**src/rtl/pulse_gen.sv**
```systemverilog
// Programmable pulse-train generator: a start strobe latches count and phase
// widths, then an IDLE/HIGH/LOW FSM emits registered pulses on pulse_out.
module pulse_gen #(
  parameter int unsigned WIDTH       = 8,
  parameter int unsigned COUNT_WIDTH = 8
) (
  input  logic                   clock,
  input  logic                   reset,
  input  logic                   start,
  input  logic                   abort,
  input  logic [WIDTH-1:0]       high_len,
  input  logic [WIDTH-1:0]       low_len,
  input  logic [COUNT_WIDTH-1:0] num_pulses,
  output logic                   pulse_out,
  output logic                   busy,
  output logic                   done,
  output logic [COUNT_WIDTH-1:0] pulses_sent
);

  typedef enum logic [1:0] {
    IDLE = 2'd0,
    HIGH = 2'd1,
    LOW  = 2'd2
  } state_t;

  state_t                 state;
  logic [WIDTH-1:0]       high_lat;
  logic [WIDTH-1:0]       low_lat;
  logic [COUNT_WIDTH-1:0] num_lat;
  logic [WIDTH-1:0]       phase_cnt;
  logic                   start_ok;
  logic                   phase_end;

  // phase_cnt holds the cycles remaining in the current phase, including this one
  assign start_ok  = start && !abort && (num_pulses != '0) && (high_len != '0);
  assign phase_end = (phase_cnt == WIDTH'(1));

  always_ff @(posedge clock) begin
    if (reset) begin
      state       <= IDLE;
      high_lat    <= '0;
      low_lat     <= '0;
      num_lat     <= '0;
      phase_cnt   <= '0;
      pulse_out   <= 1'b0;
      busy        <= 1'b0;
      done        <= 1'b0;
      pulses_sent <= '0;
    end else begin
      done <= 1'b0;
      case (state)
        IDLE: begin
          if (start_ok) begin
            high_lat    <= high_len;
            low_lat     <= (low_len == '0) ? WIDTH'(1) : low_len;
            num_lat     <= num_pulses;
            phase_cnt   <= high_len;
            pulses_sent <= COUNT_WIDTH'(1);
            pulse_out   <= 1'b1;
            busy        <= 1'b1;
            state       <= HIGH;
          end
        end
        HIGH: begin
          if (abort) begin
            pulse_out <= 1'b0;
            busy      <= 1'b0;
            state     <= IDLE;
          end else if (phase_end) begin
            pulse_out <= 1'b0;
            if (pulses_sent == num_lat) begin
              // last pulse: no trailing low phase
              busy  <= 1'b0;
              done  <= 1'b1;
              state <= IDLE;
            end else begin
              phase_cnt <= low_lat;
              state     <= LOW;
            end
          end else begin
            phase_cnt <= phase_cnt - WIDTH'(1);
          end
        end
        LOW: begin
          if (abort) begin
            pulse_out <= 1'b0;
            busy      <= 1'b0;
            state     <= IDLE;
          end else if (phase_end) begin
            phase_cnt   <= high_lat;
            pulse_out   <= 1'b1;
            pulses_sent <= pulses_sent + COUNT_WIDTH'(1);
            state       <= HIGH;
          end else begin
            phase_cnt <= phase_cnt - WIDTH'(1);
          end
        end
        default: begin
          pulse_out <= 1'b0;
          busy      <= 1'b0;
          state     <= IDLE;
        end
      endcase
    end
  end

endmodule

```
**config.mk**
```make
export PLATFORM = sky130hd
export DESIGN_NAME = pulse_gen
export DESIGN_NICKNAME = d
export VERILOG_FILES = /design/src/rtl/pulse_gen.sv
export SDC_FILE = /design/constraint.sdc
export NUM_CORES = 1
export LEC_CHECK = 0
export ABC_AREA = 1
export CAP_MARGIN = 20
export CORE_MARGIN = 2
export CORE_UTILIZATION = 55
export DETAILED_ROUTE_END_ITERATION = 16
export HOLD_SLACK_MARGIN = 0.03
export PLACE_DENSITY = 0.86
export SYNTH_ARGS = -nofsm -noshare
export SYNTH_HDL_FRONTEND = slang
export SYNTH_SLANG_ARGS = --single-unit
```
**constraint.sdc**
```tcl
create_clock -name clock -period 1.8 [get_ports clock]
set_input_delay 0.18 -clock clock [delete_from_list [all_inputs] [get_ports clock]]
set_output_delay 0.18 -clock clock [all_outputs]
set_load 0.01 [all_outputs]
```
==> out/qor.yml <==
run_status: "complete, no violations"
place_worst_setup_slack_ns: -0.0110
hold_violations: 0
design.portCount: 39
totalPowerFinal_mw: 5.29
pin_count_of_the_biggest_net_entering_global_routing: 49
p_leak_nw: 1.50
post-dp-hpwl_um: 4720
cp_slowest_cell: "dfxtp_1"
timing.critical_path.slowest_cell_delay_ns: 0.34
route.antenna.remaining_nets: 0
nFillCells: 390
critical_path.endpoint_type: "flip-flop"
netlist_area_um2: 2710
synth_top_area_cell: "dfxtp_1"
setup.worst_path.start_class: "flip-flop"
final_cell_mix: "nand2_1 (115), inv_1 (54), nor2_1 (48)"
placementRows: 25
cts_htree_levels: 2
final.setup.worst_slack_ns: 0.0816
antenna-diode-count: 0
setup_viol_count_final: 0
time_the_worst_path_needs_with_i_o_delays_and_setup_ns: 1.72
dr_vias: 2879
cts_num_sinks: 45
fp.dieH_um: 74.2
synth_top_cells_by_area: "dfxtp_1 (33%), nand2_1 (16%), a21oi_1 (7.9%)"
arrival_worst_endpoint_ns: 1.95
timing.critical_path.cells: "inv_1 -> ha_1 -> inv_1 -> nor2_1 -> nand2_1 -> a21boi_2 -> nand3_1 -> nand2_1 -> nor2_1"
tightest_slew_ns: 0.318
count_of_distinct_cell_types_in_the_synthesized_netlist: 34
drt_pre_antenna_iters: 6
fp.dieArea_um2: 5500
synth.yosys.warnings: 0
hold_path.class: "flip-flop to flip-flop"
post_dr_wirelength_cell_um: 12.0
number_of_nets_produced_by_synthesis: 461
finalClockSkew_ns: 0.00854
design.final.nets: 515
start_util: 0.574
syn2layout_area_growth_pct: 26.2
final_common_cell: "nand2_1"
timing.critical_path.required_ns: 2.04
power_density_nw_per_um2: 1550
synth.ff_latch_count: 45
port-buffer-count: 38
fraction_of_registers_with_async_set_reset: 0
core_um2: 4720
ctsRootBufferMaster: "clkbuf_8"
tritoncts: "done"
grt.total_usage: 0.252
worst_skew_pair.late_latency_ns: 0.30
synth-main-ff-cell: "dfxtp_1"
layout-drive-gt1-share: 0.108
cts.path.max_buffers: 2
drt_wl_total_um: 6570
globalplace.congestion: 0.924
reg2regPathDepth: 9
remaining_max_slew_budget_at_the_tightest_pin: 0.788
seq_area_frac_synth: 0.333
worstPathMaxFanout: 4
drt-initial-drc-count: 216
grt_pass1_wl_um: 10900
synthesis.area_per_instance_um2: 6.36
netlist_instances: 426
numCtsBuffers: 5
vdd_ir_drop_max_mv: 0.714
clock.fmax_ghz: 0.582
vias_in_the_first_global_route: 2591
critPathKind: "flip-flop to flip-flop"
remaining_drc_errors: 0
fin_crit_sh: 0.955
global_route.overflow_total: 0
holdPathStages: 2
synth.top_cell.area_share: 0.333
drv_cap: 0
drv_slew: 0
die_width_um: 74.2
synth-edff-count: 0
clk_transition_reported_paths_ns: 0.09
avgViaCountPerCell: 5.26
initial_antenna_violation_count: 0
routing by layer:
layer  part of all wire  track usage
met1               0.44        0.314
met2               0.49        0.431
met3              0.059       0.0556
met4              0.017       0.0889
met5                  0            0
power by group:
group          internal, mW  switching [mW]  total, mW  leakage [nW]
Sequential             1.26           0.209       1.47         0.370
Combinational          1.20            1.88       3.08          1.07
Clock                 0.404           0.340      0.744        0.0540
Total                  2.86            2.43       5.29          1.50
cells by family (layout without fill, tap and decap cells):
group,after synthesis,after routing,synth area share
xor gates and xnor gates,9,9,0.0291
DFF,45,45,0.333
AOI/OAI and AO/OA,85,85,0.167
buffers and inverters,73,127,0.112
and+or+nand+nor,207,207,0.327
adders and majority gates,7,7,0.0323
Yosys cell counts, types with 2 or more instances:
cell type	n
nand2_1	115
inv_1	54
nor2_1	49
dfxtp_1	45
a21oi_1	43
o21ai_0	32
nand3_1	21
clkbuf_1	7
ha_1	7
xnor2_1	7
buf_2	4
nand3_2	4
nor2_2	4
a21boi_1	3
nand2_2	3
o21ai_1	3
buf_4	2
buf_6	2
inv_2	2
nand4_1	2
nor3_1	2
nor3b_1	2
xor2_1	2
timing repair:
item	CTS	global route
pin swaps	1	1
buffers inserted	0	3
gates cloned	0	0
endpoints found under the setup margin	1	17
hold buffers	0	0
gates resized for setup	0	5
path summary, 6_finish.rpt:
path | start | end | slack [ns]
min | low_lat[6]$_SDFFE_PP0P_ | low_lat[6]$_SDFFE_PP0P_ | 0.45
min reg2reg | low_lat[6]$_SDFFE_PP0P_ | low_lat[6]$_SDFFE_PP0P_ | 0.45
max | state[1]$_SDFFE_PP0P_ | busy$_SDFFE_PP0P_ | 0.08
max reg2reg | state[1]$_SDFFE_PP0P_ | busy$_SDFFE_PP0P_ | 0.08
metrics by stage:
step                      std cells  utilization  setup TNS (ns)  hold WS [ns]  instance area (µm²)
final                           547        0.724               0         0.448                 3420
after global routing            547        0.724         -0.0509         0.474                 3420
after CTS                       544        0.715               0         0.448                 3380
after detailed placement        537        0.693         -0.0276         0.435                 3270
after global placement          537        0.693               0         0.431                 3270
after floorplan                 426            -               0         0.257                 2710
cell type report:
type / count / area (µm²) / area share
well taps: 67 / 83.8 / 0.0245
flip-flops and latches: 45 / 902 / 0.264
multi-input cells: 308 / 1520 / 0.445
clock buffers: 5 / 68.8 / 0.0201
repair buffers: 62 / 586 / 0.171
clock inverters: 2 / 35.0 / 0.0102
inverters: 58 / 220 / 0.0644
registers in the layout, summed over array words and instances, names as in the netlist:
register	count
high_lat	8
low_lat	8
num_lat	8
phase_cnt	8
pulses_sent	8
state	2
busy	1
done	1
pulse_out	1
worst max-delay path: cells and delay by family, from the launching register on:
family                   cells  cell delay, ns
adder cells (fa/ha/maj)      1            0.24
buffers and inverters        2            0.20
AO/OA/AOI/OAI                1            0.20
AND/OR/NAND/NOR              5            0.68
flip-flops                   1            0.34
(Power assumes the default switching activity.)
==> variant 1, RTL diff (config.mk and constraints unchanged) <==
Set the parameter `COUNT_WIDTH` to 6 (it was 8).
--- a/src/rtl/pulse_gen.sv
+++ b/src/rtl/pulse_gen.sv
@@ -2,7 +2,7 @@
 // widths, then an IDLE/HIGH/LOW FSM emits registered pulses on pulse_out.
 module pulse_gen #(
   parameter int unsigned WIDTH       = 8,
-  parameter int unsigned COUNT_WIDTH = 8
+  parameter int unsigned COUNT_WIDTH = 6
 ) (
   input  logic                   clock,
   input  logic                   reset,
Interface: changed (resized num_pulses and pulses_sent); port bits go from 39 to 35. The function was not compared with the original's and may differ.
==> variant 1 against the unedited design <==
Sequential cell count decreased by 4. Non-clock buffer count down 12. Area after synthesis fell by 5.3%. Worst setup slack improved by 0.040 ns. Final area is 7.1% lower. Wire length down 3.7%. Power down 2.5%. Critical path type unchanged. Maximum frequency rose by 2.4%.
==> variant 1: results (changes against the unedited design) <==
| Metric | Value |
|---|---|
| HP Start | high_lat[7] (was low_lat[6]) |
| Vias in the first global route | 2,461 (was 2,591) |
| DP Wirelength | 4430 microns (was 4720 microns) |
| Wire length of the first global-routing pass | 10,900 microns (about the same) |
| Port Buffers | 34 (was 38) |
| Syn_nets | 441 (was 461) |
| XOR/XNOR Fraction of Synth Area | 1.02% (was 2.91%) |
| Endpoints failing hold | 0 (unchanged) |
| RD Place Congestion | 0.886 (was 0.924) |
| Met1 WL | 2870 microns (about the same) |
| Inst Count DP | 496 (was 537) |
| Crit path DAT | 1.88 ns (was 1.95 ns) |
| Via count | 2,604 (was 2,879) |
| Layout fillers | 370 (was 390) |
| Commonest cells in the netlist | nand2_1 (117), nor2_1 (60), inv_1 (53), dfxtp_1 (41), a21oi_1 (29) (was nand2_1 (115), inv_1 (54), nor2_1 (49), dfxtp_1 (45), a21oi_1 (43)) |
| Layout cells sized above 1 | 11.0% (was 10.8%) |
| WL/cell | 12.5 microns (was 12.0 microns) |
| Synth unique cells | 31 (was 34) |
| Mean Syn Cell Area | 6.29 sq um (was 6.36 sq um) |
| Max Fanout on Critical Path | 12 (was 4) |
| CTS-repair resized insts | 0 (unchanged) |
| Worst path max stage delay | 0.40 ns (was 0.34 ns) |
| CTS clk-pin slew, worst paths | 0.09 ns (about the same) |
| GRT Overall Usage | 26.4% (was 25.2%) |
| Post CTS Setup Buffer Count | 0 (unchanged) |
| Hold Path Class | flip-flop to flip-flop (unchanged) |
| Clock root cell | clkbuf_8 (unchanged) |
| Total length of routed met2 wires | 3030 microns (was 3200 microns) |
| Pin count of the biggest net entering global routing | 34 (was 49) |
| Synth Area in Compound Gates | 12.1% (was 16.7%) |
| Routed wl met3 | 381 microns (was 389 microns) |
| Inserted Clock Buffers | 5 (unchanged) |
| Drt pass-1 iters | 4 (was 6) |
| Synth Area in Adders | 3.41% (was 3.23%) |
| Initial antenna violation count | 0 (unchanged) |
| Sequential element share of the synthesized area | 32.0% (was 33.3%) |
| Top cells by area, synth | dfxtp_1 (32%), nand2_1 (17%), nor2_1 (8.8%) (was dfxtp_1 (33%), nand2_1 (16%), a21oi_1 (7.9%)) |
| Outcome | completed (unchanged) |
| CP top delay family | flip-flops (was simple AND/OR/NAND/NOR gates) |
| Via density | 5.16 (was 5.26) |
| Clock skew | 0.00837 ns (was 0.00854 ns) |
| Clk_lat worst skew | 0.30 ns (about the same) |
| Critical Path Source | state[0] (was state[1]) |
| Slew margin rel. | 75.9% (was 78.8%) |
| LEAKAGE | 1.48 nW (was 1.50 nW) |
| Iteration-0 DRC Markers | 193 (was 216) |
| IR drop worst, VDD | 0.000644 V (was 0.000714 V) |
| Slowest-stage cell, CP | dfxtp_1 (unchanged) |
| Total Nets Final | 485 (was 515) |
-- variant 1: changes by cell type after synthesis, sizes merged, moves of 2 or more --
cell    unedited run  this run
a21oi             43        29
nor2              54        67
nand2            119       121
nand4              2         4
xnor2              7         0
nand3             25        31
a21boi             4         0
clkbuf             7         5
o21ai             37        27
dfxtp             45        41
-- variant 1: worst register-to-register path: stages, from the launching register on --
cell	delay, ns
dfxtp_1	0.40
inv_1	0.08
ha_1	0.39
inv_1	0.20
a21oi_1	0.16
nand3_1	0.08
nand2_1	0.08
inv_1	0.04
nor2_1	0.10
nor2_1	0.06
-- variant 1: final cells by class --
cell class | count | area, sq um | area share [%]
repair buffers | 50 | 473 | 14.9
multi-input cells | 298 | 1480 | 46.7
well taps | 52 | 65.1 | 2.05
clock inverters | 2 | 37.5 | 1.18
clock buffers | 6 | 82.6 | 2.60
flip-flops and latches | 41 | 822 | 25.9
inverters | 56 | 213 | 6.70
-- variant 1: worst paths after layout --
path | end | slack, ns | depth (start not counted)
setup / recovery | phase_cnt[3] | 0.12 | 9
hold / removal | high_lat[7] | 0.46 | 2
setup reg to reg | phase_cnt[3] | 0.12 | 9
hold reg to reg | high_lat[7] | 0.46 | 2
-- variant 1: cells by family after synthesis --
family                     Yosys count
and+or+nand+nor                    229
buffers and inverters               70
AOI/OAI and AO/OA                   58
DFF                                 41
adders and majority gates            7
xor gates and xnor gates             3
-- variant 1: power by group --
| group | total, mW | internal (mW) | switching, mW |
|---|---|---|---|
| clock | 0.800 | 0.451 | 0.348 |
| combinational | 3.01 | 1.13 | 1.88 |
| sequential | 1.35 | 1.16 | 0.192 |
-- variant 1: stage by stage --
step / cell area, sq um / worst slack (ns)
6_report: 3180 / 0.122
5_1_grt: 3180 / -0.00493
4_1_cts: 3140 / 0.0529
3_5_place_dp: 3020 / 0.0140
3_3_place_gp: 3020 / 0.0570
2_1_floorplan: 2570 / 0.197
-- variant 1: metal layers --
metal	vias to the layer above	global-route usage [%]
met2	72	44.2
met5	-	0
li1	1360	-
met3	5	4.72
met1	1167	35.0
met4	0	6.92
==> variant 2, RTL diff (same flow settings) <==
Made on the original files. Put one more register stage on the output `pulses_sent`, with the module's reset. The value now appears one clock later. The other outputs are not delayed to match.
--- a/src/rtl/pulse_gen.sv
+++ b/src/rtl/pulse_gen.sv
@@ -23,6 +23,8 @@
     LOW  = 2'd2
   } state_t;
 
+  logic [COUNT_WIDTH-1:0] pulses_sent_s0;
+
   state_t                 state;
   logic [WIDTH-1:0]       high_lat;
   logic [WIDTH-1:0]       low_lat;
@@ -45,7 +47,7 @@
       pulse_out   <= 1'b0;
       busy        <= 1'b0;
       done        <= 1'b0;
-      pulses_sent <= '0;
+      pulses_sent_s0 <= '0;
     end else begin
       done <= 1'b0;
       case (state)
@@ -55,7 +57,7 @@
             low_lat     <= (low_len == '0) ? WIDTH'(1) : low_len;
             num_lat     <= num_pulses;
             phase_cnt   <= high_len;
-            pulses_sent <= COUNT_WIDTH'(1);
+            pulses_sent_s0 <= COUNT_WIDTH'(1);
             pulse_out   <= 1'b1;
             busy        <= 1'b1;
             state       <= HIGH;
@@ -68,7 +70,7 @@
             state     <= IDLE;
           end else if (phase_end) begin
             pulse_out <= 1'b0;
-            if (pulses_sent == num_lat) begin
+            if (pulses_sent_s0 == num_lat) begin
               // last pulse: no trailing low phase
               busy  <= 1'b0;
               done  <= 1'b1;
@@ -89,7 +91,7 @@
           end else if (phase_end) begin
             phase_cnt   <= high_lat;
             pulse_out   <= 1'b1;
-            pulses_sent <= pulses_sent + COUNT_WIDTH'(1);
+            pulses_sent_s0 <= pulses_sent_s0 + COUNT_WIDTH'(1);
             state       <= HIGH;
           end else begin
             phase_cnt <= phase_cnt - WIDTH'(1);
@@ -104,5 +106,13 @@
     end
   end
 
+  always_ff @(posedge clock) begin
+    if (reset) begin
+      pulses_sent <= '0;
+    end else begin
+      pulses_sent <= pulses_sent_s0;
+    end
+  end
+
 endmodule
 
Function: changed (a bounded check fails within 4 cycles, from zero or initial values and one cycle with reset high).
==> variant 2 against the unedited design <==
Utilization decreased by 3.3 points. Wire length grew 6.6%. Final area grew 4.6%. Sequential power is 5% higher. Sequential cell count rose by 8. Area after synthesis grew 9.9%. Critical path depth is 3 higher. Global-route usage fell by 0.84 points. Maximum frequency is 0.43% higher. Power fell by 11%. First-iteration DRC count shrank 12%. Count of clock-buffer cells in the layout up 1. Worst setup slack better by 0.0073 ns. Critical path type unchanged.
==> variant 2: results (changes against the unedited design) <==
| Metric | Value |
|---|---|
| Non-CTS inverters | 53 (was 58) |
| Max Fanout on Critical Path | 11 (was 4) |
| Die ar. | 6020 sq um (was 5500 sq um) |
| LEAKAGE | 1.59 nW (was 1.50 nW) |
| Final Hold Slack | 0.417 ns (was 0.448 ns) |
| NonClk Buf Share | 14.7% (was 17.1%) |
| Synth Area in Compound Gates | 12.3% (was 16.7%) |
| DP Area | 3440 sq um (was 3270 sq um) |
| Clock-cell share | 2.45% (was 3.04%) |
| DRT Wirelength | 7010 microns (was 6570 microns) |
| Total Nets Final | 526 (was 515) |
| Wire length of the first global-routing pass | 11,900 microns (was 10,900 microns) |
| Pint | 2.60 mW (was 2.86 mW) |
| HP Start | num_pulses[6] (was low_lat[6]) |
| Hold endpoint | num_lat[6] (was low_lat[6]) |
| Via density | 5.10 (was 5.26) |
| Sequential element share of the synthesized area | 35.6% (was 33.3%) |
| Inst Count DP | 550 (was 537) |
| Bufs w/o clock | 55 (was 62) |
| Clock skew | 0.00896 ns (was 0.00854 ns) |
| Outcome | completed (unchanged) |
| RD Place Congestion | 0.873 (was 0.924) |
| Pre-CTS setup slack | 0.0287 ns (was -0.0110 ns) |
| Post-layout util | 69.1% (was 72.4%) |
| IR drop worst, VDD | 0.000728 V (was 0.000714 V) |
| Layout cells sized above 1 | 14.0% (was 10.8%) |
| Final cell count without fillers | 562 (was 547) |
| Hold Path Class | input port to flip-flop (was flip-flop to flip-flop) |
| Worst path max stage delay | 0.31 ns (was 0.34 ns) |
| XOR/XNOR Fraction of Synth Area | 2.06% (was 2.91%) |
| FF+latch area | 1060 sq um (was 902 sq um) |
| GRT Overall Usage | 24.4% (was 25.2%) |
| Fraction of area in multi-input gates | 45.2% (was 44.5%) |
| Final Power | 4.70 mW (was 5.29 mW) |
| Hold path depth | 3 (was 2) |
| Reg2reg path depth | 12 (was 9) |
| DP Wirelength | 5160 microns (was 4720 microns) |
| Crit path capture | phase_cnt[3] (was busy) |
| Worst slew pin tran | 0.392 ns (was 0.318 ns) |
| Commonest cells in the netlist | nand2_1 (121), nor2_1 (56), dfxtp_1 (53), inv_1 (45), a21oi_1 (29) (was nand2_1 (115), inv_1 (54), nor2_1 (49), dfxtp_1 (45), a21oi_1 (43)) |
| FF+latch count | 53 (was 45) |
| RR Startpoint | phase_cnt[1] (was state[1]) |
| Period utilisation layout | 95.1% (was 95.5%) |
| Vias in the first global route | 2,770 (was 2,591) |
| Synth Area in Adders | 2.94% (was 3.23%) |
| Synth Instances | 445 (was 426) |
| Syn_nets | 480 (was 461) |
variant 2: kinds of logic (layout without fill, tap and decap cells):
| group | count (synthesis) | after routing |
|---|---|---|
| compound gates | 71 | 71 |
| simple gates | 238 | 238 |
| buf+inv | 69 | 116 |
| xor+xnor | 7 | 7 |
| fa+ha+maj | 7 | 7 |
| flops | 53 | 53 |
variant 2: worst max-delay path, delay by kind of cell, from the launching register on:
| kind | cells | cell delay, ns |
|---|---|---|
| simple gates | 8 | 0.78 |
| flops | 1 | 0.31 |
| fa+ha+maj | 1 | 0.17 |
| buf+inv | 3 | 0.35 |
variant 2: metal layers:
layer | global-route usage, % | wire (microns) | up-vias
met5 | 0 | 0 | -
met4 | 9.82 | 148 | 0
met3 | 3.95 | 304 | 18
met2 | 43.5 | 3500 | 79
met1 | 28.9 | 3060 | 1292
li1 | - | - | 1480
variant 2: what timing repair did:
action                                 in CTS  in global routing
resized for setup                           0                  6
buffers inserted                            0                  4
setup endpoints to repair                   0                 17
hold buffers                                0                  0
endpoints found under the hold margin       0                  0
